===== src/rtl/pwm_audio_pkg.sv =====
// Constants, state encoding and sample clamp shared by the audio PWM sender and receiver.
package pwm_audio_pkg;

    localparam int CNT_W    = 14;
    localparam int SAMPLE_W = 8;
    localparam int CYCLE    = 12500;
    localparam int SCALE    = 49;

    typedef enum logic [1:0] {
        HUNT   = 2'd0,
        TRACK  = 2'd1,
        SILENT = 2'd2
    } demod_state_t;

    function automatic logic [SAMPLE_W-1:0] clamp_sample(input logic [CNT_W-1:0] q);
        if (q > CNT_W'((1 << SAMPLE_W) - 1)) begin
            return '1;
        end
        return q[SAMPLE_W-1:0];
    endfunction

endpackage


===== src/rtl/const_div.sv =====
// Restoring divider by a constant. The first step is taken on the start edge, so the
// quotient and the done pulse appear CNT_W-1 cycles after start is accepted.
module const_div
    import pwm_audio_pkg::*;
#(
    parameter int DIVISOR = SCALE
) (
    input  logic             clk,
    input  logic             rst,
    input  logic             start,
    input  logic [CNT_W-1:0] dividend,
    output logic             busy,
    output logic             done,
    output logic [CNT_W-1:0] quot
);

    localparam logic [CNT_W-1:0] DIV_C = CNT_W'(DIVISOR);

    logic [CNT_W-1:0] rem_q;
    logic [CNT_W-1:0] rem_src;
    logic [CNT_W-1:0] shift_src;
    logic [CNT_W-1:0] rem_n;
    logic [CNT_W-1:0] shift_n;
    logic [CNT_W:0]   trial;
    logic             q_bit;
    logic [3:0]       step_cnt;

    // quot doubles as the dividend shift register while the divide runs
    always_comb begin
        rem_src   = busy ? rem_q : '0;
        shift_src = busy ? quot  : dividend;
        trial     = {rem_src, shift_src[CNT_W-1]};
        q_bit     = 1'b0;
        rem_n     = trial[CNT_W-1:0];
        if (trial >= {1'b0, DIV_C}) begin
            q_bit = 1'b1;
            rem_n = trial[CNT_W-1:0] - DIV_C;
        end
        shift_n = {shift_src[CNT_W-2:0], q_bit};
    end

    always_ff @(posedge clk) begin
        if (!rst) begin
            busy     <= 1'b0;
            done     <= 1'b0;
            step_cnt <= '0;
            rem_q    <= '0;
            quot     <= '0;
        end else begin
            done <= 1'b0;
            if (busy) begin
                rem_q    <= rem_n;
                quot     <= shift_n;
                step_cnt <= step_cnt - 4'd1;
                if (step_cnt == 4'd1) begin
                    busy <= 1'b0;
                    done <= 1'b1;
                end
            end else if (start) begin
                rem_q    <= rem_n;
                quot     <= shift_n;
                step_cnt <= 4'(CNT_W - 1);
                busy     <= 1'b1;
            end
        end
    end

endmodule


===== src/rtl/pwm_audio_demod.sv =====
// Audio PWM receiver: measures high time per period and recovers one 8-bit sample per period.
//
//  state  | meaning
//  HUNT   | waiting for the first rise to anchor the period counters
//  TRACK  | measuring periods; each in-tolerance rise captures the high time
//  SILENT | input idle low while locked; a zero sample is emitted every period
module pwm_audio_demod
    import pwm_audio_pkg::*;
#(
    parameter int CYCLE  = pwm_audio_pkg::CYCLE,
    parameter int SCALE  = pwm_audio_pkg::SCALE,
    parameter int TOL    = 64,
    parameter int SYNC_N = 2
) (
    input  logic                clk,
    input  logic                rst,
    input  logic                pwm_in,
    output logic [SAMPLE_W-1:0] sample_out,
    output logic                sample_valid,
    output logic                locked,
    output logic                period_err
);

    localparam logic [CNT_W-1:0] PER_MIN = CNT_W'(CYCLE + 1 - TOL);
    localparam logic [CNT_W-1:0] PER_MAX = CNT_W'(CYCLE + 1 + TOL);
    localparam logic [CNT_W-1:0] SIL_TC  = CNT_W'(CYCLE);
    localparam logic [CNT_W-1:0] CNT_MAX = '1;
    localparam logic [CNT_W-1:0] ROUND   = CNT_W'(SCALE / 2 + 1);
    localparam logic [CNT_W-1:0] ONE     = CNT_W'(1);

    logic [SYNC_N-1:0] sync_q;
    logic              pwm_s;
    logic              pwm_d;
    logic              rise;
    logic [CNT_W-1:0]  per_cnt;
    logic [CNT_W-1:0]  hi_cnt;
    logic [CNT_W-1:0]  dividend;
    logic [CNT_W-1:0]  div_q;
    logic              div_busy;
    logic              div_done;

    demod_state_t state;
    demod_state_t state_n;
    logic         anchor;
    logic         per_clr;
    logic         capture;
    logic         err_n;
    logic         zero_n;
    logic         lock_set;
    logic         lock_clr;

    always_ff @(posedge clk) begin
        if (!rst) begin
            sync_q <= '0;
            pwm_d  <= 1'b0;
        end else begin
            sync_q <= {sync_q[SYNC_N-2:0], pwm_in};
            pwm_d  <= pwm_s;
        end
    end

    assign pwm_s    = sync_q[SYNC_N-1];
    assign rise     = pwm_s & ~pwm_d;
    assign dividend = hi_cnt + ROUND;

    // the anchor cycle itself is high, so both counters restart at 1
    always_ff @(posedge clk) begin
        if (!rst) begin
            per_cnt <= '0;
            hi_cnt  <= '0;
        end else if (anchor) begin
            per_cnt <= ONE;
            hi_cnt  <= ONE;
        end else begin
            if (per_clr) begin
                per_cnt <= '0;
            end else if (per_cnt != CNT_MAX) begin
                per_cnt <= per_cnt + ONE;
            end
            if (pwm_s && (hi_cnt != CNT_MAX)) begin
                hi_cnt <= hi_cnt + ONE;
            end
        end
    end

    always_comb begin
        state_n  = state;
        anchor   = 1'b0;
        per_clr  = 1'b0;
        capture  = 1'b0;
        err_n    = 1'b0;
        zero_n   = 1'b0;
        lock_set = 1'b0;
        lock_clr = 1'b0;
        unique case (state)
            HUNT: begin
                if (rise) begin
                    anchor  = 1'b1;
                    state_n = TRACK;
                end
            end
            TRACK: begin
                if (rise) begin
                    anchor = 1'b1;
                    if ((per_cnt >= PER_MIN) && (per_cnt <= PER_MAX)) begin
                        if (div_busy) begin
                            err_n = 1'b1;
                        end else begin
                            capture  = 1'b1;
                            lock_set = 1'b1;
                        end
                    end else begin
                        err_n    = 1'b1;
                        lock_clr = 1'b1;
                    end
                end else if (per_cnt == PER_MAX) begin
                    if (!pwm_s && locked) begin
                        zero_n  = 1'b1;
                        per_clr = 1'b1;
                        state_n = SILENT;
                    end else begin
                        err_n    = 1'b1;
                        lock_clr = 1'b1;
                        state_n  = HUNT;
                    end
                end
            end
            SILENT: begin
                if (rise) begin
                    anchor  = 1'b1;
                    state_n = TRACK;
                end else if (per_cnt == SIL_TC) begin
                    zero_n  = 1'b1;
                    per_clr = 1'b1;
                end
            end
            default: state_n = HUNT;
        endcase
    end

    const_div #(
        .DIVISOR(SCALE)
    ) u_div (
        .clk     (clk),
        .rst     (rst),
        .start   (capture),
        .dividend(dividend),
        .busy    (div_busy),
        .done    (div_done),
        .quot    (div_q)
    );

    always_ff @(posedge clk) begin
        if (!rst) begin
            state        <= HUNT;
            sample_out   <= '0;
            sample_valid <= 1'b0;
            locked       <= 1'b0;
            period_err   <= 1'b0;
        end else begin
            state        <= state_n;
            period_err   <= err_n;
            sample_valid <= div_done | zero_n;
            if (div_done) begin
                sample_out <= clamp_sample(div_q);
            end else if (zero_n) begin
                sample_out <= '0;
            end
            if (lock_clr) begin
                locked <= 1'b0;
            end else if (lock_set) begin
                locked <= 1'b1;
            end
        end
    end

endmodule


===== config.mk =====
export PLATFORM = sky130hd
export DESIGN_NAME = pwm_audio_demod
export DESIGN_NICKNAME = d
export VERILOG_FILES = /design/src/rtl/pwm_audio_pkg.sv /design/src/rtl/const_div.sv /design/src/rtl/pwm_audio_demod.sv
export SDC_FILE = /design/constraint.sdc
export NUM_CORES = 1
export LEC_CHECK = 0
export CAP_MARGIN = 0
export CELL_PAD_IN_SITES_DETAIL_PLACEMENT = 1
export CELL_PAD_IN_SITES_GLOBAL_PLACEMENT = 1
export CORE_UTILIZATION = 50
export DETAILED_ROUTE_END_ITERATION = 7
export PLACE_DENSITY_LB_ADDON = 0.05
export REMOVE_ABC_BUFFERS = 1
export SYNTH_ARGS = -nofsm -noshare
export SYNTH_HDL_FRONTEND = slang
export SYNTH_SLANG_ARGS = --single-unit

===== constraint.sdc =====
create_clock -name clk -period 7.2 [get_ports clk]
set_input_delay 1.44 -clock clk [delete_from_list [all_inputs] [get_ports clk]]
set_output_delay 1.44 -clock clk [all_outputs]
set_load 0.005 [all_outputs]

Word-level counts from Yosys, hierarchy flattened
Index checks and enable logic that the tools add are counted.

storage, ports and cells
  input port bits = 3
  output and inout port bits = 11
  register bits = 78
  word-level logic and storage cells = 107

operators by class
  muxes and demuxes = 51
  reduce and logical (&&, ||, !) cells = 17
  bitwise logic cells = 4
  add/subtract/negate cells = 5
  $lt $le $gt $ge = 4
  eq/ne operators = 10

operators by type and width
  operator                                                            count
  two-way mux 14 bit                                                  7
  two-way mux 1 bit                                                   32
  two-way mux 8 bit                                                   4
  adder 14 x 1 -> 14 bit, second input constant                       2
  equality test 14 bit, second input constant                         2
  != test 14 bit, second input constant                               2
  greater-or-equal comparator 15 x 6 -> 1 bit, second input constant  1
  adder 14 x 5 -> 14 bit, second input constant                       1
  greater-or-equal comparator 14 bit, second input constant           1
  > comparator 14 x 8 -> 1 bit, second input constant                 1
  <= comparator 14 bit, second input constant                         1
  subtractor 14 x 6 -> 14 bit, second input constant                  1
  two-way mux 2 bit                                                   4
  two-way mux 4 bit                                                   2
  nonzero test 2 bit                                                  3
  OR reduction 2 bit                                                  3
  OR reduction 3 bit                                                  2
  equality test 4 x 1 -> 1 bit, second input constant                 1
  != test 2 bit, second input constant                                2
  one-hot mux 2 bit (2 select lines)                                  1
  AND reduction 2 bit                                                 2
  subtractor 4 x 1 -> 4 bit, second input constant                    1
  logical AND 1 bit                                                   3
  AND reduction 3 bit                                                 1
  10 further kinds                                                    11

Logic depth before layout (Yosys ltp)
  depth after elaboration = 8
  mapped depth = 12
  depth with buffers taken out = 11

Hierarchy
A second synthesis with hierarchy kept.

unflattened totals
  cell total of the unflattened synthesis = 510
  area total of the unflattened synthesis = 4,271.6 um^2

by module, submodules not included
  module           instances  sequential area each (um^2)  area each (um^2)  cells each
  pwm_audio_demod  1          880.8                        2,484.9           297
  const_div        1          680.7                        1,786.7           213

Worst setup path before layout
Ideal clock, no wire load.

  path kind = flip-flop to flip-flop
  start point = register hi_cnt[3]
  end point = register u_div.rem_q[8]
  path buffers = 1
  data required time = 7,074 ps
  library setup time = 126 ps
  stages on the path, launching flop included = 12
  path slack = 4,772 ps
  clock period less this slack = 2,428 ps
  arrival = 2,302 ps
  cell sequence = dfxtp_1 > clkbuf_1 > a311oi_1 > nor3_1 > xnor2_1 > o21ai_2 > ha_1 > a311o_1 > nor4_2 > or4_1 > nand4_1 > o211ai_1

on the way
  longest elaborated chain between the ends = 6
  elaborated cells on any way between the ends = 7

RTL lines
  what                                                                                               line                              source
  start, declared                                                                                    pwm_audio_demod.sv:36             logic [CNT_W-1:0] hi_cnt;
  start signal, assigned                                                                             pwm_audio_demod.sv:81             hi_cnt <= hi_cnt + ONE;
  adder 14 x 5 -> 14 bit (*)                                                                         pwm_audio_demod.sv:64             assign dividend = hi_cnt + ROUND;
  two-way mux 14 bit (*)                                                                             const_div.sv:31                   shift_src = busy ? quot : dividend;
  subtractor 14 x 6 -> 14 bit / greater-or-equal comparator 15 x 6 -> 1 bit (equally long branches)  const_div.sv:37, const_div.sv:35
  two-way mux 14 bit (*)                                                                             const_div.sv:35                   if (trial >= {1'b0, DIV_C}) begin
  two-way mux 14 bit                                                                                 const_div.sv:59                   end else if (start) begin
  two-way mux 14 bit (*)                                                                             const_div.sv:51                   if (busy) begin
  end signal, assigned                                                                               const_div.sv:52                   rem_q <= rem_n;
  end signal, assigned                                                                               const_div.sv:60                   rem_q <= rem_n;
  end, declared                                                                                      const_div.sv:19                   logic [CNT_W-1:0] rem_q;

Mark *: on every way between the ends. The rest lies on a longest branch, timed or not. The select of a mux whose other input is x is not followed.
A chain may end at the register's enable or synchronous reset.

Worst setup path in the final report
  start point = register per_cnt[1]
  end point = register per_cnt[12]

on the way
  longest elaborated chain between the ends = 5
  elaborated cells on any way between the ends = 10

RTL lines
  what                                            line                                            source
  start, declared                                 pwm_audio_demod.sv:35                           logic [CNT_W-1:0] per_cnt;
  start signal, assigned                          pwm_audio_demod.sv:78                           per_cnt <= per_cnt + ONE;
  equality test 14 bit, on equally long branches  pwm_audio_demod.sv:132, pwm_audio_demod.sv:116
  two-way mux 1 bit, on equally long branches     pwm_audio_demod.sv:132, pwm_audio_demod.sv:116
  two-way mux 1 bit, on equally long branches     pwm_audio_demod.sv:129, pwm_audio_demod.sv:103
  one-hot mux 1 bit (2 select lines)              pwm_audio_demod.sv:95                           unique case (state)
  OR reduction 3 bit (no source line)             -

Several ways; a longest one is shown, not always the timed one.

==> flow_metrics.tcl <==
set metrics [dict create \
    drt-total-wl_um 10600 \
    critical_path_class "reg -> reg" \
    synthCells 498 \
    wire_per_inst_um 17.4 \
    fp.dieW_um 92.6 \
    ys_seq_area_share_pct 38.0 \
    antenna_found_initial 0 \
    p_per_area_nw_per_um2 187 \
    place.gp.congestion 0.821 \
    crit_path_end_kind "flip-flop" \
    synth.distinct_cells 61 \
    crit_start "per_cnt[1]$_SDFFE_PP0P_" \
    period_needed_ps 2970 \
    start_util_pct 52.3 \
    cp_slowest_cell "o211ai_1" \
    worst-endpoint-required_ps 7460 \
    yosys.area_share.adder_pct 3.96 \
    postCtsHoldBufs 0 \
    grt_overflow 0 \
    fin_area_um2 4500 \
    cp.depth 7 \
    r2r_setup_slack_ps 4230 \
    setup_tns_ps 0 \
    post_cts_resized 0 \
    slew_violations 0 \
    clk_path_buf_depth 2 \
    die_area_um2 8580 \
    design.core.area_um2 7850 \
    rsz0062_at_grt "no" \
    postRouteAntennaNets 0 \
    synth-xor-area-share_pct 8.53 \
    cts.sinks 78 \
    hp-class "reg -> reg" \
    drt_pass1_iterations 4 \
    vias_per_cell 5.88 \
    worst_path_largest_cell_delay_ps 860 \
    cp_data_arrival_time_ps 3230 \
    syn_to_final_growth_pct 9.60 \
    regArea_um2 1560 \
    clkSlewWorstSetupHoldPaths_ps 90 \
    syn_area_um2 4110 \
    ys_ff_latch 78 \
    path_cells "inv_1 > ha_1 > nor4b_1 > and2_1 > o211ai_1 > nand3_1 > a211oi_1" \
    track_usage_pct 27.0 \
    diodes 0 \
    via_count 3562 \
    drt_iter0_drc 134 \
    htreeDepth 3 \
    fin_worst_skew_ps 13.4 \
    status "completed" \
    synth_top_family_by_area "simple AND/OR/NAND/NOR gates" \
    mostFrequentLayoutCells "dfxtp_1, nor2_1, nand2_1" \
    synthArstFlopShare_pct 0 \
    postCtsSetupBuffers 0 \
    synth_mux_area_share_pct 1.46 \
    cp_num_buf_inv 1 \
    maxCapViolCount 0 \
    cts_made_buffers 9 \
    dieHeight_um 92.6 \
    tritoncts "built" \
    cp_top_family "compound AO/OA/AOI/OAI gates" \
    rows 32 \
    synth-edff-count 0 \
    final_nets 515 \
    relSlewSlack_pct 26.4 \
    multi_input_area_um2 2370 \
    syn_area_per_cell_um2 8.25 \
    layout_commonest_cell "dfxtp_1" \
    cp-start-kind "flip-flop" \
    fmax_mhz 337 \
    layout-drive-gt1-share_pct 7.54 \
    yosys_warnings 0 \
    drc 0 \
    peakVddDrop_v 0.000112 \
    synth_flop_cell "dfxtp_1" \
    dpl.hpwl_um 7700 \
    io_pins 14 \
    dp.cells 590 \
    reg2reg_to "per_cnt[12]$_SDFFE_PP0P_" \
    critPathMaxFanout 13 \
    finalSetupViolations 0 \
    crit_end "per_cnt[12]$_SDFFE_PP0P_" \
    r2r-start "per_cnt[1]$_SDFFE_PP0P_" \
    grt_pass1_wl_um 18300 \
    hold_violations 0 \
    postLayoutCoreUtil_pct 57.4 \
    synth_compound_area_share_pct 17.2 \
    tightest_slew_ps 1100 \
    grt_pass1_vias 3783 \
    insertion_delay_ps 360 \
    holdWs_ps 444 \
    place_area_um2 4280 \
    fillers 997 \
    rr_worst_depth 7 \
    grt_start_max_net_pins 34 \
    finalCritPeriodShare_pct 41.2 \
    leakage_uw 0.00150 \
    synthSimpleGateAreaFrac_pct 26.5 \
    clockRootBuffer "clkbuf_8" \
    fin_cells 606 \
    portBuffers 13 \
]
[flip-flops by register name (all words and copies together), names as in the netlist, 2 cells and up]
name            cells
hi_cnt             14
per_cnt            14
sample_out          8
state               2
sync_q              2
u_div.quot         14
u_div.rem_q        14
u_div.step_cnt      4
[routing by layer]
metal | wire, µm | track usage [%] | up-vias
li1 | - | - | 1754
met4 | 165 | 10.5 | 0
met2 | 5130 | 45.3 | 49
met5 | 0 | 0 | -
met3 | 288 | 3.86 | 19
met1 | 4980 | 34.8 | 1740
[cells in the mapped netlist, drive strengths merged (6+ instances only)]
| library cell | n | area (µm²) |
|---|---|---|
| and2 | 14 | 90.1 |
| nor3 | 19 | 100 |
| ha | 13 | 163 |
| buf | 10 | 51.3 |
| xnor2 | 23 | 201 |
| nand2 | 43 | 161 |
| nand4 | 12 | 75.1 |
| inv | 17 | 63.8 |
| nor4 | 6 | 56.3 |
| clkbuf | 17 | 63.8 |
| dfxtp | 78 | 1560 |
| a31oi | 9 | 56.3 |
| xor2 | 17 | 149 |
| nand3 | 23 | 115 |
| o21ai | 24 | 128 |
| nor2 | 66 | 248 |
| o2bb2ai | 8 | 70.1 |
| mux2i | 6 | 60.1 |
| a21oi | 29 | 156 |
[worst register-to-register path, cell delays in order, from the launching register on]
cell and delay (ps):
dfxtp_1 410, inv_1 120, ha_1 210, nor4b_1 180, and2_1 160, o211ai_1 860
nand3_1 620, a211oi_1 330
[where the power goes]
group | switching (µW) | internal, µW
clock | 176 | 196
sequential | 4.58 | 434
combinational | 18.9 | 10.2
total | 199 | 641
[how the worst min path moves through the flow]
stage                                 to  cells after the start  slack [ps]                 start
detailed placement  sync_q[1]$_SDFF_PN0_                      1         430  sync_q[0]$_SDFF_PN0_
CTS                 sync_q[1]$_SDFF_PN0_                      1         450  sync_q[0]$_SDFF_PN0_
finish              sync_q[1]$_SDFF_PN0_                      1         440  sync_q[0]$_SDFF_PN0_
global placement    sync_q[1]$_SDFF_PN0_                      1         410  sync_q[0]$_SDFF_PN0_
floorplan           sync_q[1]$_SDFF_PN0_                      1         410  sync_q[0]$_SDFF_PN0_
global route        sync_q[1]$_SDFF_PN0_                      1         480  sync_q[0]$_SDFF_PN0_
[kinds of logic (layout without fill, tap and decap cells)]
| logic type | count (synthesis) | after routing |
|---|---|---|
| XOR/XNOR | 40 | 40 |
| AO/OA/AOI/OAI | 102 | 102 |
| flip-flops | 78 | 78 |
| buffers and inverters | 44 | 50 |
| multiplexers | 6 | 6 |
| AND/OR/NAND/NOR | 215 | 215 |
| adder cells (fa/ha/maj) | 13 | 13 |
[area by class of cell]
type	instances	area share (%)
multi-input cells	376	52.6
flip-flops and latches	78	34.7
repair buffers	17	3.56
well taps	102	2.84
clock buffers	9	2.75
clock inverters	7	2.17
inverters	17	1.42
[stage by stage]
step | power (µW) | worst slack, ps
after global placement | 476 | 4110
after CTS | 847 | 4160
after floorplan | 466 | 4780
after detailed placement | 478 | 4070
final | 840 | 4230
after global routing | 870 | 3880
Note: power is estimated with default switching activity, not from simulation.
